`src/rtl/button_event_arbiter.sv`:
```
// Turns debounced button levels into one short/long press event per press and
// serves the per-channel single-entry event slots round-robin over a valid/ready port.
module button_event_arbiter #(
  parameter int NUM_BUTTONS = 4,
  parameter int LONG_COUNT  = 25000000,
  parameter int CNT_WIDTH   = 25,
  parameter int ID_WIDTH    = 2
) (
  input  logic                   CLK,
  input  logic                   i_RST_N,
  input  logic [NUM_BUTTONS-1:0] i_BTN,
  output logic                   o_EVT_VALID,
  output logic [ID_WIDTH-1:0]    o_EVT_ID,
  output logic                   o_EVT_LONG,
  input  logic                   i_EVT_READY,
  output logic [NUM_BUTTONS-1:0] o_OVERFLOW,
  input  logic                   i_CLR_OVF
);

  localparam logic [CNT_WIDTH-1:0] LongCnt  = CNT_WIDTH'(LONG_COUNT);
  localparam logic [CNT_WIDTH-1:0] CntOne   = CNT_WIDTH'(1);
  localparam logic [ID_WIDTH-1:0]  LastInit = ID_WIDTH'(NUM_BUTTONS - 1);

  typedef enum logic {IDLE, OFFER} state_e;

  state_e                 state_q, state_d;
  logic [NUM_BUTTONS-1:0] prev_q;
  logic [NUM_BUTTONS-1:0] long_done_q, long_done_d;
  logic [NUM_BUTTONS-1:0] pend_q, pend_d;
  logic [NUM_BUTTONS-1:0] pend_long_q, pend_long_d;
  logic [NUM_BUTTONS-1:0] ovf_q, ovf_d;
  logic [CNT_WIDTH-1:0]   cnt_q [NUM_BUTTONS];
  logic [CNT_WIDTH-1:0]   cnt_d [NUM_BUTTONS];
  logic [ID_WIDTH-1:0]    last_q, last_d;
  logic [ID_WIDTH-1:0]    id_q, id_d;
  logic                   long_q, long_d;

  logic                   selFound;
  logic [ID_WIDTH-1:0]    selIdx;
  logic [NUM_BUTTONS-1:0] grantVec;
  logic [NUM_BUTTONS-1:0] postEvt;
  logic [NUM_BUTTONS-1:0] postLong;

  // Round-robin search: channels above the last served one first, then wrap.
  always_comb begin
    selFound = 1'b0;
    selIdx   = '0;
    for (int i = 0; i < NUM_BUTTONS; i++) begin
      if (!selFound && pend_q[i] && (ID_WIDTH'(i) > last_q)) begin
        selFound = 1'b1;
        selIdx   = ID_WIDTH'(i);
      end
    end
    for (int i = 0; i < NUM_BUTTONS; i++) begin
      if (!selFound && pend_q[i] && (ID_WIDTH'(i) <= last_q)) begin
        selFound = 1'b1;
        selIdx   = ID_WIDTH'(i);
      end
    end
    for (int i = 0; i < NUM_BUTTONS; i++) begin
      grantVec[i] = (state_q == IDLE) && selFound && (selIdx == ID_WIDTH'(i));
    end
  end

  always_comb begin
    cnt_d       = cnt_q;
    long_done_d = long_done_q;
    pend_d      = pend_q;
    pend_long_d = pend_long_q;
    ovf_d       = i_CLR_OVF ? '0 : ovf_q;
    postEvt     = '0;
    postLong    = '0;
    for (int i = 0; i < NUM_BUTTONS; i++) begin
      if (i_BTN[i] && !prev_q[i]) begin
        cnt_d[i]       = CntOne;
        long_done_d[i] = 1'b0;
      end else if (i_BTN[i] && prev_q[i]) begin
        if (cnt_q[i] != LongCnt) begin
          cnt_d[i] = cnt_q[i] + CntOne;
          if ((cnt_q[i] + CntOne == LongCnt) && !long_done_q[i]) begin
            postEvt[i]     = 1'b1;
            postLong[i]    = 1'b1;
            long_done_d[i] = 1'b1;
          end
        end
      end else if (!i_BTN[i] && prev_q[i]) begin
        postEvt[i]     = !long_done_q[i];
        cnt_d[i]       = '0;
        long_done_d[i] = 1'b0;
      end

      // A grant on the same edge frees the slot, so the new event still fits.
      if (grantVec[i]) begin
        pend_d[i] = 1'b0;
      end
      if (postEvt[i]) begin
        if (!pend_q[i] || grantVec[i]) begin
          pend_d[i]      = 1'b1;
          pend_long_d[i] = postLong[i];
        end else begin
          ovf_d[i] = 1'b1;
        end
      end
    end
  end

  always_ff @(posedge CLK or negedge i_RST_N) begin
    if (!i_RST_N) begin
      state_q <= IDLE;
    end else begin
      state_q <= state_d;
    end
  end

  always_comb begin
    state_d = state_q;
    last_d  = last_q;
    id_d    = id_q;
    long_d  = long_q;
    case (state_q)
      IDLE: begin
        if (selFound) begin
          id_d    = selIdx;
          long_d  = pend_long_q[selIdx];
          state_d = OFFER;
        end
      end
      OFFER: begin
        if (i_EVT_READY) begin
          last_d  = id_q;
          state_d = IDLE;
        end
      end
      default: state_d = IDLE;
    endcase
  end

  always_comb begin
    o_EVT_VALID = (state_q == OFFER);
    o_EVT_ID    = id_q;
    o_EVT_LONG  = long_q;
    o_OVERFLOW  = ovf_q;
  end

  always_ff @(posedge CLK or negedge i_RST_N) begin
    if (!i_RST_N) begin
      prev_q      <= '0;
      long_done_q <= '0;
      pend_q      <= '0;
      pend_long_q <= '0;
      ovf_q       <= '0;
      for (int i = 0; i < NUM_BUTTONS; i++) begin
        cnt_q[i] <= '0;
      end
      last_q      <= LastInit;
      id_q        <= '0;
      long_q      <= 1'b0;
    end else begin
      prev_q      <= i_BTN;
      long_done_q <= long_done_d;
      pend_q      <= pend_d;
      pend_long_q <= pend_long_d;
      ovf_q       <= ovf_d;
      cnt_q       <= cnt_d;
      last_q      <= last_d;
      id_q        <= id_d;
      long_q      <= long_d;
    end
  end

endmodule

```
`config.mk`:
```
export PLATFORM = sky130hd
export DESIGN_NAME = button_event_arbiter
export DESIGN_NICKNAME = d
export VERILOG_FILES = /design/src/rtl/button_event_arbiter.sv
export SDC_FILE = /design/constraint.sdc
export NUM_CORES = 1
export LEC_CHECK = 0
export CORE_ASPECT_RATIO = 1.25
export CORE_MARGIN = 3
export CORE_UTILIZATION = 50
export DETAILED_ROUTE_END_ITERATION = 6
export PLACE_DENSITY_LB_ADDON = 0.15
export SLEW_MARGIN = 20
export SYNTH_ARGS = -nofsm -noshare
export SYNTH_HDL_FRONTEND = slang
export SYNTH_SLANG_ARGS = --single-unit
```
`constraint.sdc`:
```
create_clock -name CLK -period 4.1 [get_ports CLK]
set_clock_uncertainty 0.15 [all_clocks]
set_input_delay 0.82 -clock CLK [delete_from_list [all_inputs] [get_ports CLK]]
set_output_delay 0.82 -clock CLK [all_outputs]
set_load 0.02 [all_outputs]
```
# --- Word-level counts from Yosys, hierarchy flattened ---
# Index checks and enable logic that the tools add are counted.
totals:
  in_bits: 8
  ff_bits: 126
op_classes:
  bitwise_logic: 1
  eq_ne: 19
  n_reduce_logical: 82
  addsub: 4
  muxes: 105
  magnitude_cmp: 9
op_table:
  columns: ["cell", "count"]
  rows:
  - ["25-bit two-way mux", 16]
  - ["25-bit by 1-bit adder with 25-bit output (second input constant)", 4]
  - ["25-bit equality test (second input constant)", 4]
  - ["25-bit inequality test (second input constant)", 4]
  - ["1-bit two-way mux", 80]
  - ["1-bit logical AND", 36]
  - ["3-bit by 2-bit inequality test with 1-bit output (second input constant)", 8]
  - ["1-bit zero test", 23]
  - ["2-bit AND reduction", 10]
  - ["2-bit two-way mux", 6]
  - ["3-bit AND reduction", 4]
  - ["3-bit nonzero test", 4]
  - ["2-bit equality test (second input constant)", 2]
  - ["1-bit by 2-bit > comparator with 1-bit output (first input constant)", 2]
  - ["2-bit > comparator (first input constant)", 2]
  - ["1-bit by 2-bit <= comparator with 1-bit output (first input constant)", 2]
  - ["2-bit <= comparator (first input constant)", 2]
  - ["1-bit logical OR", 4]
  - ["4-bit two-way mux", 1]
  - ["2-bit by 3-bit less-than comparator with 1-bit output (second input constant)", 1]
  - ["1-bit binary-select mux with 2-bit select", 1]
  - ["2-bit by 1-bit equality test with 1-bit output (second input constant)", 1]
  - ["2-bit zero test", 1]
  - ["1-bit one-hot mux with 2 select lines", 1]
  - ["1-bit inverter", 1]

# --- Longest topological paths before layout ---
# Gate-level depths: netlist of run 1.
logic_depth:
  word_depth: 36
  depth_mapped: 10
  depth_no_buf: 9

# --- Worst setup path before layout of run 1 ---
# OpenSTA, ideal clock, no wires.
synth_path:
  kind: "reg2reg"
  start: "register cnt_q[50] in the netlist's numbering"
  end: "register cnt_q[59] in the netlist's numbering"
  n_path_buf: 1
  slack_ns: 1.197
  period_less_slack_ns: 2.903
  arrival_ns: 2.622
  required_ns: 3.819
  setup_ns: 0.131
  path_stages_with_launch: 10
  path_cell_list: "dfrtp_1 -> inv_1 -> ha_1 -> or4b_2 -> or4_4 -> o41ai_4 -> buf_6 -> a21oi_1 -> o21ai_0 -> o31ai_1"
synth_between:
  elab_chain_len: 4
  word_cells_on_any_way: 7
  classes_between: "add/sub (1); eq/ne (2); mux (3); reduce/logical (1)"
synth_rtl:
  columns: ["item", "line", "rtl"]
  rows:
  - ["start: declaration", "32", "logic [CNT_WIDTH-1:0] cnt_q [NUM_BUTTONS];"]
  - ["start signal: assignment", "164", "cnt_q <= cnt_d;"]
  - ["25-bit by 1-bit adder with 25-bit output", "79", "cnt_d[i] = cnt_q[i] + CntOne;"]
  - ["25-bit two-way mux", "78", "if (cnt_q[i] != LongCnt) begin"]
  - ["25-bit two-way mux", "77", "end else if (i_BTN[i] && prev_q[i]) begin"]
  - ["25-bit two-way mux", "74", "if (i_BTN[i] && !prev_q[i]) begin"]
# Parallel ways exist; a longest one is shown, timed or not. The select of a mux whose other input is x is not followed.
# A chain may end at the register's enable or synchronous reset.

# --- Worst setup path after layout of run 1 ---
layout_path:
  start: "register cnt_q[50] in the netlist's numbering"
  end: "register cnt_q[73] in the netlist's numbering"
# The elaborated chain is that of the path after synthesis.

==> results_dict.tcl, run 1 <==
set metrics [dict create \
    route.vias.total 7962 \
    antenna_found_initial 0 \
    ir_worst_vdd_mv 0.310 \
    synthFlopType "dfrtp_1" \
    cts_max_level 4 \
    synth_top_area_share_pct 36.1 \
    crit_slowest_cell "a21o_1" \
    ctsResizeCount 0 \
    syn_nets 1087 \
    finalCriticalPeriod_ns 3.44 \
    max-clock-path-buffers 2 \
    die_w_um 123 \
    crit_path_end_kind "flop" \
    worst_pin_slew_ns 0.846 \
    timing.max_cap.violations 0 \
    fmax_mhz 291 \
    power.density_nw_per_um2 368 \
    cts-root-buf "clkbuf_16" \
    die_area_um2 18800 \
    hp-class "in2async" \
    first_global_vias 7350 \
    cp_common_cell "o21ai_0" \
    instances_no_fill 1272 \
    clk_latency_ns 0.43 \
    vias_per_cell 6.26 \
    core-area_um2 16500 \
    wl_met1_um 9840 \
    syn_to_final_growth_pct 9.97 \
    nFillCells 1527 \
    cts_tree "done" \
    gr-total-overflow 0 \
    final_nets 1063 \
    critPathKind "reg2reg" \
    numClockSinks 126 \
    antenna_left 0 \
    cp_cell_sequence "inv_1 > ha_1 > or4b_2 > or4_4 > nor4_1 > a21o_1 > o21ai_0 > o21ai_0" \
    drt_iter0_drc 824 \
    firstDrtPassIters 5 \
    relSlewSlack_pct 43.1 \
    dp_hpwl_um 14700 \
    syn-cell-area_um2 8590 \
    cts_hold_buf 0 \
    route.detailed.drc 0 \
    antenna_cells 0 \
    yosys-top-cells-area "dfrtp_1, o21ai_0, nand2_1, nor2_1, o31ai_1" \
    drv_slew 0 \
    yosysTopAreaCell "dfrtp_1" \
    gp_congestion 0.868 \
    crit_required_ns 4.29 \
    setup-tns-final_ns 0 \
    syn-mean-instance-area_um2 8.05 \
    cp.arrival_ns 3.63 \
    power.static_leakage_uw 0.00358 \
    dpl.cell_count 1240 \
    grt_first_pass_wirelength_um 36700 \
    io_pins 16 \
    dr_wl_met3_um 701 \
    ys.warnings.count 0 \
    start_util_pct 52.0 \
    io_buffers 15 \
    wire_per_inst_um 16.9 \
    wl_met2_um 10700 \
    hold_viol 0 \
    period_share_pct 83.9 \
    synth_edf_count 0 \
    cts_setup_buffers 0 \
    synth_cell_types 83 \
    grt_start_max_net_pins 79 \
    drive_gt1_share_pct 8.52 \
    rows 52 \
    clk_pin_slew_ns 0.06 \
    critPathMaxStageDelay_ns 0.66 \
    wl_um 21500 \
    top_layer "met4" \
    die_h_um 153 \
    setup_viol 0 \
    track_usage_pct 23.7 \
    async_reset_ff_share_pct 100 \
    start_kind "flop" \
    rsz0062_at_grt "no" \
    cts_buffers 17 \
    synth_seq_cells 126 \
    status "finished clean" \
    yosysSeqAreaShare_pct 36.8 \
    cp_max_fo 21 \
    synth_cells 1067 \
]
## critical path, delay by kind of cell (launching register included)
family | cells | cell delay [ns]
flops | 1 | 0.44
compound gates | 3 | 0.97
simple gates | 3 | 1.56
fa+ha+maj | 1 | 0.14
buf+inv | 1 | 0.10
## flip-flops by register name, indices dropped and copies added, names as in the netlist
register     count
cnt_q          100
last_q           2
long_done_q      4
o_EVT_ID         2
o_EVT_LONG       1
o_EVT_VALID      1
o_OVERFLOW       4
pend_long_q      4
pend_q           4
prev_q           4
## routing by layer
layer  vias to the layer above  GRT usage (%)
met5                         -              0
met4                         0           7.44
met3                        24           4.27
met2                       161           38.8
met1                      3838           31.8
li1                       3939              -
## area by class of cell
cell class / count / area [µm²] / area share, %
multi-input combinational: 836 / 5000 / 53.0
sequential: 126 / 3160 / 33.4
clock buffer: 19 / 443 / 4.69
timing repair buffer: 33 / 299 / 3.17
tap: 216 / 270 / 2.86
clock inverter: 13 / 164 / 1.74
inverter: 29 / 109 / 1.15
## logic make-up after synthesis
kind of cell / after synthesis / synth area share, %
xor+xnor: 16 / 1.63
fa+ha+maj: 12 / 1.75
buf+inv: 105 / 5.09
compound gates: 334 / 24.6
mux: 12 / 1.49
simple gates: 462 / 28.7
flops: 126 / 36.8
## placed cells by master, fill, tap and decap left out, types with 4 or more instances in the layout
| cell | instances |
|---|---|
| and3_1 | 18 |
| o21ai_0 | 135 |
| nand3_1 | 48 |
| o31ai_1 | 37 |
| and2_1 | 12 |
| dfrtp_1 | 124 |
| mux2i_1 | 6 |
| nor3_1 | 24 |
| nor2b_1 | 15 |
| inv_1 | 29 |
| o21a_1 | 5 |
| buf_4 | 17 |
| xnor2_1 | 6 |
| clkinvlp_4 | 5 |
| clkdlybuf4s50_1 | 14 |
| nand2b_1 | 15 |
| and4_1 | 4 |
| o22ai_1 | 8 |
| nand4_1 | 33 |
| nor2_1 | 89 |
| or4_1 | 14 |
| o211ai_1 | 8 |
| or4b_2 | 7 |
| o21ai_1 | 8 |
| a21oi_1 | 38 |
| a21o_1 | 7 |
| or3_1 | 8 |
| nand2_1 | 119 |
| ha_1 | 12 |
| clkbuf_16 | 17 |
| nor4_1 | 18 |
| xor2_1 | 10 |
| mux2_2 | 6 |
| o41ai_1 | 21 |
| a21boi_0 | 5 |
| a31oi_1 | 26 |
| nor3b_1 | 6 |
## synth_stat cells, types with 17 or more instances
master    number
o21ai_0      135
dfrtp_1      124
nand2_1      119
nor2_1        89
clkbuf_1      53
nand3_1       48
a21oi_1       38
o31ai_1       37
nand4_1       33
inv_1         29
a31oi_1       26
nor3_1        24
o41ai_1       21
and3_1        18
nor4_1        18
buf_2         17
## worst paths after layout
path                       depth (start not counted)             end           start  slack [ns]
min                                                1       cnt_q[29]         i_RST_N        0.28
max reg2reg                                        8       cnt_q[73]       cnt_q[50]        0.66
min reg2reg                                        2  pend_long_q[2]  pend_long_q[2]        0.36
max in group asynchronous                          2       cnt_q[78]         i_RST_N        2.81
max                                                8       cnt_q[73]       cnt_q[50]        0.66
min in group CLK                                   2  pend_long_q[2]  pend_long_q[2]        0.36
## power breakdown
part	switching, µW	internal [µW]	total, µW
Clock	591	972	1560
Combinational	284	206	489
Sequential	111	1310	1420
## per-stage QoR
stage | utilization [%] | hold slack [ns] | power (µW) | setup slack, ns | cell area, µm²
5_1_grt | 57.1 | 0.346 | 3650 | 0.384 | 9440
6_report | 57.1 | 0.278 | 3480 | 0.659 | 9440
2_1_floorplan | - | 0.312 | 1750 | 1.20 | 8590
4_1_cts | 57.1 | 0.315 | 3510 | 0.653 | 9440
3_3_place_gp | 53.5 | 0.339 | 1920 | 0.764 | 8830
3_5_place_dp | 53.5 | 0.353 | 1930 | 0.641 | 8830
Power figures use the tool's default switching activity.
==> inputs of run 2 (changes only) <==
Clock period 4.1 ns to 3.4 ns, I/O delays scaled along.
==> results_dict.tcl, run 2 (synthesis results as in run 1) <==
set metrics [dict create \
    dp_slack_ns 0.325 \
    setup-tns-final_ns 0 \
    max-clock-path-buffers 2 \
    syn_to_final_growth_pct 11.5 \
    final_nets 1075 \
    hp-class "in2async" \
    track_usage_pct 24.1 \
    gp_congestion 0.887 \
    p_comb_share_pct 13.6 \
    clk_latency_ns 0.42 \
    largest_reg_flops 100 \
    nFillCells 1507 \
    ctsResizeCount 0 \
    power.density_nw_per_um2 451 \
    drt_iter0_drc 759 \
    place_area_um2 8920 \
    setup_viol 0 \
    cp_max_fo 29 \
    reg2reg_to "cnt_q[60]" \
    clk_pin_slew_ns 0.06 \
    vias_per_cell 6.28 \
    r2r_setup_slack_ns 0.32 \
    numClockSinks 126 \
    die_area_um2 18800 \
    finalCriticalPeriod_ns 3.08 \
    switching_share_pct 28.2 \
    p_sw_uw 1220 \
    die_w_um 123 \
    start_kind "flop" \
    gr-total-overflow 0 \
    grt_start_max_net_pins 57 \
    wl_um 21700 \
    cts-root-buf "clkbuf_16" \
    antenna_cells 0 \
    regMostFlops "cnt_q" \
    mostFrequentLayoutCells "o21ai_0, dfrtp_1, nand2_1, nor2_1, nand3_1" \
    period_share_pct 90.6 \
    power.static_leakage_uw 0.00367 \
    dp_hpwl_um 14900 \
    critPathKind "reg2reg" \
    ir_worst_vdd_mv 0.400 \
    hold_viol 0 \
    cts_hold_buf 0 \
    rsz0062_at_grt "no" \
    start_util_pct 52.0 \
    core-area_um2 16500 \
    cts_tree "done" \
    cp.arrival_ns 3.23 \
    cts_max_level 4 \
    hold_slack_ns 0.0246 \
    first_global_vias 7541 \
    setup_ws_ns 0.321 \
    clkPwrFrac_pct 46.7 \
    drv_slew 0 \
    power_uw 4310 \
    crit_required_ns 3.55 \
    antenna_found_initial 0 \
    cts_setup_buffers 0 \
    r2r_cells 9 \
    die_h_um 153 \
    final_area_um2 9570 \
    wire_per_inst_um 16.9 \
    layout_commonest_cell "o21ai_0" \
    worst_pin_slew_ns 0.669 \
    timing.max_cap.violations 0 \
    cts_buffers 17 \
    rows 52 \
    seqPwrFrac_pct 39.7 \
    intPower_uw 3100 \
    io_buffers 15 \
    crit_path_end_kind "flop" \
    drive_gt1_share_pct 9.64 \
    antenna_left 0 \
    fmax_mhz 325 \
    status "finished clean" \
    grt_first_pass_wirelength_um 37400 \
    r2r-start "cnt_q[50]" \
    route.detailed.drc 0 \
    firstDrtPassIters 5 \
    route.vias.total 8068 \
    relSlewSlack_pct 55.0 \
    io_pins 16 \
]
[run 2: cell types whose count changed in the layout (fill, tap and decap cells not counted)]
cell        before  now
clkbuf_1         1    0
bufinv_16        3    4
clkinv_4         2    3
inv_8            0    1
clkinv_2         2    0
buf_4           17   29
inv_6            1    3
clkinvlp_4       5    3
[run 2: stage by stage]
stage                     std cells  utilization, %
after floorplan                1067               -
after global placement         1252            54.0
after detailed placement       1252            54.0
after CTS                      1284            57.9
after global routing           1284            57.9
final                          1284            57.9
[run 2: worst max path at each step]
| stage | end | slack, ns | startpoint |
|---|---|---|---|
| finish | cnt_q[60] | 0.32 | cnt_q[50] |
| global route | o_OVERFLOW[0] | 0.14 | cnt_q[76] |
| CTS | cnt_q[60] | 0.32 | cnt_q[50] |
| detailed placement | cnt_q[73] | 0.32 | cnt_q[50] |
| global placement | cnt_q[64] | 0.42 | cnt_q[50] |
| floorplan | cnt_q[59] | 0.50 | cnt_q[50] |
[run 2: final cells by class]
cell class	instances	area, µm²	area share [%]
Timing Repair Buffer	45	389	4.07
Inverter	29	109	1.14
Sequential cell	126	3160	33.0
Tap cell	216	270	2.82
Multi-Input combinational cell	836	5000	52.3
Clock inverter	14	206	2.16
Clock buffer	18	439	4.59
[run 2: layer usage]
layer / GRT usage [%] / share of wire, % / vias up
li1: - / - / 3956
met1: 32.4 / 46 / 3876
met2: 38.7 / 48 / 195
met3: 3.49 / 3.6 / 41
met4: 9.92 / 2.5 / 0
met5: 0 / 0 / -
[run 2: critical path, cell delays in order (launching register included)]
cell and delay [ns]:
dfrtp_1 0.44, inv_1 0.10, ha_1 0.13, or4b_2 0.59, or4_4 0.46, o41ai_4 0.39, buf_4 0.36, a31oi_1 0.07
o21ai_0 0.17, o41ai_1 0.10
[run 2: power by group through the flow]
stage,sequential (µW),combinational [µW],clock [µW]
4_1_cts,1710,596,2050
2_1_floorplan,1690,422,0
5_1_grt,1730,665,2120
6_report,1710,588,2010
3_5_place_dp,1740,593,0
3_3_place_gp,1740,587,0
